**src/rtl/mem_stage_pipe.sv**
```systemverilog
`default_nettype none
// ============================================================================
// mem_stage_pipe : registered MEM stage, req/ack memory port, valid/ready WB
// Revision       : 1.0
// ============================================================================
module mem_stage_pipe #(
    parameter int DATA_W    = 32,
    parameter int ADDR_W    = 20,
    parameter int REG_W     = 7,
    parameter int OP_W      = 5,
    parameter int MEM_WORDS = 1048576,
    parameter int OUT_SEL   = 1
) (
    input  logic              clk,
    input  logic              rst_n,
    input  logic              in_valid,
    output logic              in_ready,
    input  logic [OP_W-1:0]   in_opcode,
    input  logic [REG_W-1:0]  in_rd_alu,
    input  logic [REG_W-1:0]  in_rd_mem,
    input  logic [REG_W-1:0]  in_branch,
    input  logic [DATA_W-1:0] in_alu_result,
    input  logic [DATA_W-1:0] in_addr,
    input  logic [DATA_W-1:0] in_store_data,
    output logic              mem_req,
    output logic              mem_we,
    output logic [1:0]        mem_bank,
    output logic [ADDR_W-1:0] mem_addr,
    output logic [DATA_W-1:0] mem_wdata,
    input  logic              mem_ack,
    input  logic [DATA_W-1:0] mem_rdata,
    output logic              wb_valid,
    input  logic              wb_ready,
    output logic [OP_W-1:0]   wb_opcode,
    output logic [REG_W-1:0]  wb_rd,
    output logic [DATA_W-1:0] wb_result,
    output logic              wb_wr_en,
    output logic [REG_W-1:0]  wb_branch,
    output logic              addr_err
);

    localparam logic [OP_W-1:0] c_op_lv  = OP_W'(1);
    localparam logic [OP_W-1:0] c_op_add = OP_W'(2);
    localparam logic [OP_W-1:0] c_op_sub = OP_W'(3);
    localparam logic [OP_W-1:0] c_op_mul = OP_W'(4);
    localparam logic [OP_W-1:0] c_op_div = OP_W'(5);
    localparam logic [OP_W-1:0] c_op_cp  = OP_W'(6);
    localparam logic [OP_W-1:0] c_op_slr = OP_W'(9);
    localparam logic [OP_W-1:0] c_op_gp  = OP_W'(10);

    typedef enum logic [1:0] {
        S_IDLE  = 2'd0,
        S_LOAD  = 2'd1,
        S_STORE = 2'd2,
        S_HOLD  = 2'd3
    } state_t;

    state_t              state_q;
    logic                mem_req_q;
    logic                mem_we_q;
    logic [ADDR_W-1:0]   mem_addr_q;
    logic [DATA_W-1:0]   mem_wdata_q;
    logic                wb_valid_q;
    logic [OP_W-1:0]     wb_opcode_q;
    logic [REG_W-1:0]    wb_rd_q;
    logic [DATA_W-1:0]   wb_result_q;
    logic                wb_wr_en_q;
    logic [REG_W-1:0]    wb_branch_q;
    logic                addr_err_q;
    logic [OP_W-1:0]     pend_op_q;
    logic [REG_W-1:0]    pend_rd_q;
    logic [REG_W-1:0]    pend_branch_q;
    logic [DATA_W-1:0]   skid_result_q;
    logic [REG_W-1:0]    skid_rd_q;
    logic                skid_wr_en_q;

    logic                wb_free;
    logic                accept;
    logic                is_cp;
    logic                is_gp;
    logic                is_mem_op;
    logic                addr_oor;
    logic                alu_wr_en;
    logic                mem_done_wr_en;
    logic [DATA_W-1:0]   mem_done_result;
    logic [REG_W-1:0]    mem_done_rd;
    logic                wb_load;
    logic [OP_W-1:0]     wb_opcode_d;
    logic [REG_W-1:0]    wb_rd_d;
    logic [DATA_W-1:0]   wb_result_d;
    logic                wb_wr_en_d;
    logic [REG_W-1:0]    wb_branch_d;

    // The WB register can take a new result if empty or being drained this cycle.
    assign wb_free   = !wb_valid_q || wb_ready;
    assign in_ready  = rst_n && (state_q == S_IDLE) && wb_free;
    assign accept    = in_valid && in_ready;
    assign is_cp     = (in_opcode == c_op_cp);
    assign is_gp     = (in_opcode == c_op_gp);
    assign is_mem_op = is_cp || is_gp;
    assign addr_oor  = (64'(in_addr) >= 64'(MEM_WORDS));

    assign mem_done_wr_en  = (state_q == S_LOAD);
    assign mem_done_result = mem_done_wr_en ? mem_rdata : '0;
    assign mem_done_rd     = mem_done_wr_en ? pend_rd_q : '0;

    always_comb begin
        alu_wr_en = 1'b0;
        case (in_opcode)
            c_op_lv, c_op_add, c_op_sub, c_op_mul, c_op_div, c_op_slr: alu_wr_en = 1'b1;
            default: alu_wr_en = 1'b0;
        endcase
    end

    always_comb begin
        wb_load     = 1'b0;
        wb_opcode_d = wb_opcode_q;
        wb_rd_d     = wb_rd_q;
        wb_result_d = wb_result_q;
        wb_wr_en_d  = wb_wr_en_q;
        wb_branch_d = wb_branch_q;
        case (state_q)
            S_IDLE: begin
                // Everything except an in-range CP/GP completes in one cycle.
                if (accept && !(is_mem_op && !addr_oor)) begin
                    wb_load     = 1'b1;
                    wb_opcode_d = in_opcode;
                    wb_branch_d = in_branch;
                    if (is_mem_op) begin
                        wb_rd_d     = '0;
                        wb_result_d = '0;
                        wb_wr_en_d  = 1'b0;
                    end else begin
                        wb_rd_d     = in_rd_alu;
                        wb_result_d = in_alu_result;
                        wb_wr_en_d  = alu_wr_en;
                    end
                end
            end
            S_LOAD, S_STORE: begin
                if (mem_ack && wb_free) begin
                    wb_load     = 1'b1;
                    wb_opcode_d = pend_op_q;
                    wb_branch_d = pend_branch_q;
                    wb_rd_d     = mem_done_rd;
                    wb_result_d = mem_done_result;
                    wb_wr_en_d  = mem_done_wr_en;
                end
            end
            S_HOLD: begin
                if (wb_free) begin
                    wb_load     = 1'b1;
                    wb_opcode_d = pend_op_q;
                    wb_branch_d = pend_branch_q;
                    wb_rd_d     = skid_rd_q;
                    wb_result_d = skid_result_q;
                    wb_wr_en_d  = skid_wr_en_q;
                end
            end
            default: wb_load = 1'b0;
        endcase
    end

    always_ff @(posedge clk or negedge rst_n) begin
        if (!rst_n) begin
            state_q       <= S_IDLE;
            mem_req_q     <= 1'b0;
            mem_we_q      <= 1'b0;
            mem_addr_q    <= '0;
            mem_wdata_q   <= '0;
            wb_valid_q    <= 1'b0;
            wb_opcode_q   <= '0;
            wb_rd_q       <= '0;
            wb_result_q   <= '0;
            wb_wr_en_q    <= 1'b0;
            wb_branch_q   <= '0;
            addr_err_q    <= 1'b0;
            pend_op_q     <= '0;
            pend_rd_q     <= '0;
            pend_branch_q <= '0;
            skid_result_q <= '0;
            skid_rd_q     <= '0;
            skid_wr_en_q  <= 1'b0;
        end else begin
            if (wb_load) begin
                wb_valid_q  <= 1'b1;
                wb_opcode_q <= wb_opcode_d;
                wb_rd_q     <= wb_rd_d;
                wb_result_q <= wb_result_d;
                wb_wr_en_q  <= wb_wr_en_d;
                wb_branch_q <= wb_branch_d;
            end else if (wb_ready) begin
                wb_valid_q  <= 1'b0;
            end

            case (state_q)
                S_IDLE: begin
                    if (accept && is_mem_op) begin
                        if (addr_oor) begin
                            addr_err_q <= 1'b1;
                        end else begin
                            mem_req_q     <= 1'b1;
                            mem_we_q      <= is_gp;
                            mem_addr_q    <= in_addr[ADDR_W-1:0];
                            if (is_gp) begin
                                mem_wdata_q <= in_store_data;
                            end
                            pend_op_q     <= in_opcode;
                            pend_rd_q     <= in_rd_mem;
                            pend_branch_q <= in_branch;
                            state_q       <= is_gp ? S_STORE : S_LOAD;
                        end
                    end
                end
                S_LOAD, S_STORE: begin
                    if (mem_ack) begin
                        mem_req_q <= 1'b0;
                        mem_we_q  <= 1'b0;
                        if (wb_free) begin
                            state_q <= S_IDLE;
                        end else begin
                            skid_result_q <= mem_done_result;
                            skid_rd_q     <= mem_done_rd;
                            skid_wr_en_q  <= mem_done_wr_en;
                            state_q       <= S_HOLD;
                        end
                    end
                end
                S_HOLD: begin
                    if (wb_free) begin
                        state_q <= S_IDLE;
                    end
                end
                default: state_q <= S_IDLE;
            endcase
        end
    end

    assign mem_req   = mem_req_q;
    assign mem_we    = mem_we_q;
    assign mem_bank  = 2'(OUT_SEL);
    assign mem_addr  = mem_addr_q;
    assign mem_wdata = mem_wdata_q;
    assign wb_valid  = wb_valid_q;
    assign wb_opcode = wb_opcode_q;
    assign wb_rd     = wb_rd_q;
    assign wb_result = wb_result_q;
    assign wb_wr_en  = wb_wr_en_q;
    assign wb_branch = wb_branch_q;
    assign addr_err  = addr_err_q;

endmodule
`default_nettype wire

```
**config.mk**
```make
export PLATFORM = sky130hd
export DESIGN_NAME = mem_stage_pipe
export DESIGN_NICKNAME = d
export VERILOG_FILES = /design/src/rtl/mem_stage_pipe.sv
export SDC_FILE = /design/constraint.sdc
export NUM_CORES = 1
export LEC_CHECK = 0
export CAP_MARGIN = 5
export CORE_UTILIZATION = 45
export DETAILED_ROUTE_END_ITERATION = 12
export GPL_ROUTABILITY_DRIVEN = 0
export PLACE_DENSITY_LB_ADDON = 0.2
export REMOVE_ABC_BUFFERS = 1
export SYNTH_ARGS = -nofsm -noshare
export SYNTH_HDL_FRONTEND = slang
export SYNTH_SLANG_ARGS = --single-unit
```
**constraint.sdc**
```tcl
create_clock -name clk -period 2.91 [get_ports clk]
set_input_delay 0.4365 -clock clk [delete_from_list [all_inputs] [get_ports clk]]
set_output_delay 0.4365 -clock clk [all_outputs]
set_load 0.01 [all_outputs]
```
==> qor.csv <==
stage;metric;value;unit
cts;number of setup buffers added after CTS;0;
sta;final worst-path cycle share;84.7;%
cts;Clock Latency Late Sink;420;ps
cts;CTS tree;built;
layout;synth-to-layout area growth;45.8;%
synthesis;Yosys reg bits;169;
setup_path;crit start category;flop;
drt;Initial DRC Count;259;
cts;TritonCTS Sinks;169;
layout;share of cells above drive strength 1;17.8;%
synthesis;top_reg_cell synth;dfrtp_1;
setup_path;Req. time, crit path;3210;ps
sta;Worst slew margin;31.8;%
drt;highest routed metal layer;met4;
synthesis;Synth area leader;dfrtp_1;
synthesis;async set-or-reset flop fraction in the synthesized netlist;100;%
grt;pin count of the biggest net entering global routing;80;
cts;cts-stage hold buffer count;0;
sta;RSZ-0062 raised after global routing;false;
grt;vias in the first global route;6237;
layout;# fillers;1188;
drt;final wirelength;19.6;mm
drt;# DRC;0;
drt;via/cell ratio;5.30;
pwr;Power Total;8.96;mW
synthesis;Synth top area share;56.1;%
drt;routed len/inst;17.9;um
die;Initial Util;46.7;%
grt;global route overflow;0;
sta;min Tclk post-route;2460;ps
cts;post-cts resize count;0;
pwr;leak pwr;4.84;nW
drt;DRT met1 WL;8.10;mm
drt;vias;5798;
die;Die Ht;131;um
sta;hold slack;76.3;ps
layout;number of diodes;0;
synthesis;count of cell types in the netlist;36;
die;row count;46;
cts;maximum clock path buffer count;2;
synthesis;post-synthesis sequential area ratio;56.1;%
sta;Final Setup Violations;0;
die;io pins;270;
sta;final hold vios;0;
sta;setup ws final;446;ps
cts;CTS root buf;clkbuf_16;
synthesis;Post-Syn Area;7530;sq um
sta;post-route setup TNS;0;ps
pwr;Power Density;816;nW/um^2
place;Post-Place Worst Slack;237;ps
cts;CTS buffer count;17;
drt;routed wl met3;1.28;mm
worst_hold_path;worst hold path class;input port to async pin;
sta;final-report max-slew violation count;0;
run;Max Cap Viol;0;
layout;Layout Nets;1028;
place;Port Buffers;267;
place;DP HPWL;13.4;mm
synthesis;top cells by area, synth;dfrtp_1 (56%), mux2_2 (15%), o2bb2ai_1 (4.7%);
drt;drt pass-1 iters;4;
setup_path;worst setup path category;flop to flop;
synthesis;commonest cells in the netlist;dfrtp_1 (169), mux2_2 (102), nand2_1 (82);
synthesis;Syn Area/Cell;12.2;sq um
setup_path;maximum net fanout on the critical path;30;
grt;first-pass GRT wire length;31.9;mm
setup_path;Worst EP arrival;2760;ps
synthesis;Mapped Cells;616;
cts;H-Tree Depth;4;
sta;actual slew at the worst max-slew pin;1020;ps
synthesis;most numerous cell in the Yosys netlist;dfrtp_1;
die;Die Width;131;um
grt;antenna violations before repair;0;
grt;GRT Util Overall;23.5;%
cts;clk slew on worst S/H paths;70;ps
die;core area;16100;sq um
setup_path;Crit. End Element;flop;
drt;post-route ant nets;0;
sta;Setup Skew;8.36;ps
synthesis;number of synthesized flops with an enable pin;0;
synthesis;yosys warns;0;
drt;met2 WL;9.78;mm
outcome;status;completed;
sta;Max Freq;406;MHz
pwr;IR drop worst, VDD;0.000527;V
die;die area;17300;sq um
## worst paths after layout
| path | from | end | slack (ps) | cells past startpoint |
|---|---|---|---|---|
| worst max-delay path | state_q[0] | wb_rd[4] | 450 | 8 |
| worst min-delay path | rst_n | mem_we | 80 | 2 |
| worst max register to register | state_q[0] | wb_rd[4] | 450 | 8 |
| worst min register to register | addr_err | addr_err | 460 | 1 |
| max in group asynchronous | rst_n | skid_result_q[15] | 1280 | 3 |
| min in group clk | addr_err | addr_err | 460 | 1 |
## through the flow
stage,std cells,utilization [%],instance area (sq um)
after floorplan,566,-,7270
after global placement,1062,64.3,10400
after detailed placement,1062,64.3,10400
after CTS,1094,68.1,11000
after global routing,1094,68.1,11000
final,1094,68.1,11000
## layout make-up
type,count,area [sq um],area share (%)
inverter,5,18.8,0.171
multi-input combinational,392,3030,27.6
tap,216,270,2.46
clock buffer,20,457,4.16
sequential,169,4230,38.5
timing repair buffer,280,2810,25.6
clock inverter,12,163,1.48
## where the power goes
part | internal (mW) | total [mW] | leakage (nW) | switching [mW]
Clock | 1.41 | 2.35 | 0.298 | 0.941
Sequential | 2.90 | 3.21 | 2.27 | 0.315
Combinational | 1.73 | 3.40 | 2.27 | 1.67
Total | 6.03 | 8.96 | 4.84 | 2.93
## cells by family (layout without fill, tap and decap cells)
group | Yosys count | count (layout) | share of synthesized area (%)
other | 2 | 2 | 0.0997
AND/OR/NAND/NOR | 115 | 115 | 6.71
buffers and inverters | 55 | 317 | 3.77
multiplexers | 133 | 133 | 19.9
AO/OA/AOI/OAI | 137 | 137 | 12.6
flip-flops | 169 | 169 | 56.1
adder cells (fa/ha/maj) | 4 | 4 | 0.664
XOR/XNOR | 1 | 1 | 0.116
## layer usage
metal | vias to the layer above | global-route usage, %
met5 | - | 0
met4 | 0 | 8.79
met3 | 31 | 7.21
met2 | 199 | 40.1
met1 | 2863 | 27.9
li1 | 2705 | -
## flip-flops by register name (all words and copies together) (netlist names)
signal         cells
addr_err           1
mem_addr          20
mem_req            1
mem_wdata         32
mem_we             1
pend_branch_q      7
pend_op_q          5
pend_rd_q          7
skid_rd_q          7
skid_result_q     32
skid_wr_en_q       1
state_q            2
wb_branch          7
wb_opcode          5
wb_rd              7
wb_result         32
wb_valid           1
wb_wr_en           1
## critical path, cell delays in order (launching register included)
cell and delay [ps]:
dfrtp_1 400, inv_1 90, ha_1 430, inv_1 130
nor2_1 70, a211oi_1 220, o221a_2 220, buf_4 380
mux2_2 400
## cell usage in the layout (no fill, tap or decap), types with 2 or more instances in the layout
cell,n
a21oi_1,8
nand3_1,4
clkinvlp_4,2
buf_4,10
nor3_1,3
nand2_1,82
clkinv_4,2
a22oi_1,39
dfrtp_1,169
nor4_1,3
o2bb2ai_1,40
buf_12,3
mux2_1,30
inv_6,4
nor2b_1,3
mux2_2,102
clkdlybuf4s50_1,266
bufinv_16,3
inv_1,5
ha_2,3
nand2b_1,4
clkbuf_16,17
nor2_1,7
o21ai_0,44
conb_1,2
clkbuf_8,2
(Power assumes the default switching activity.)
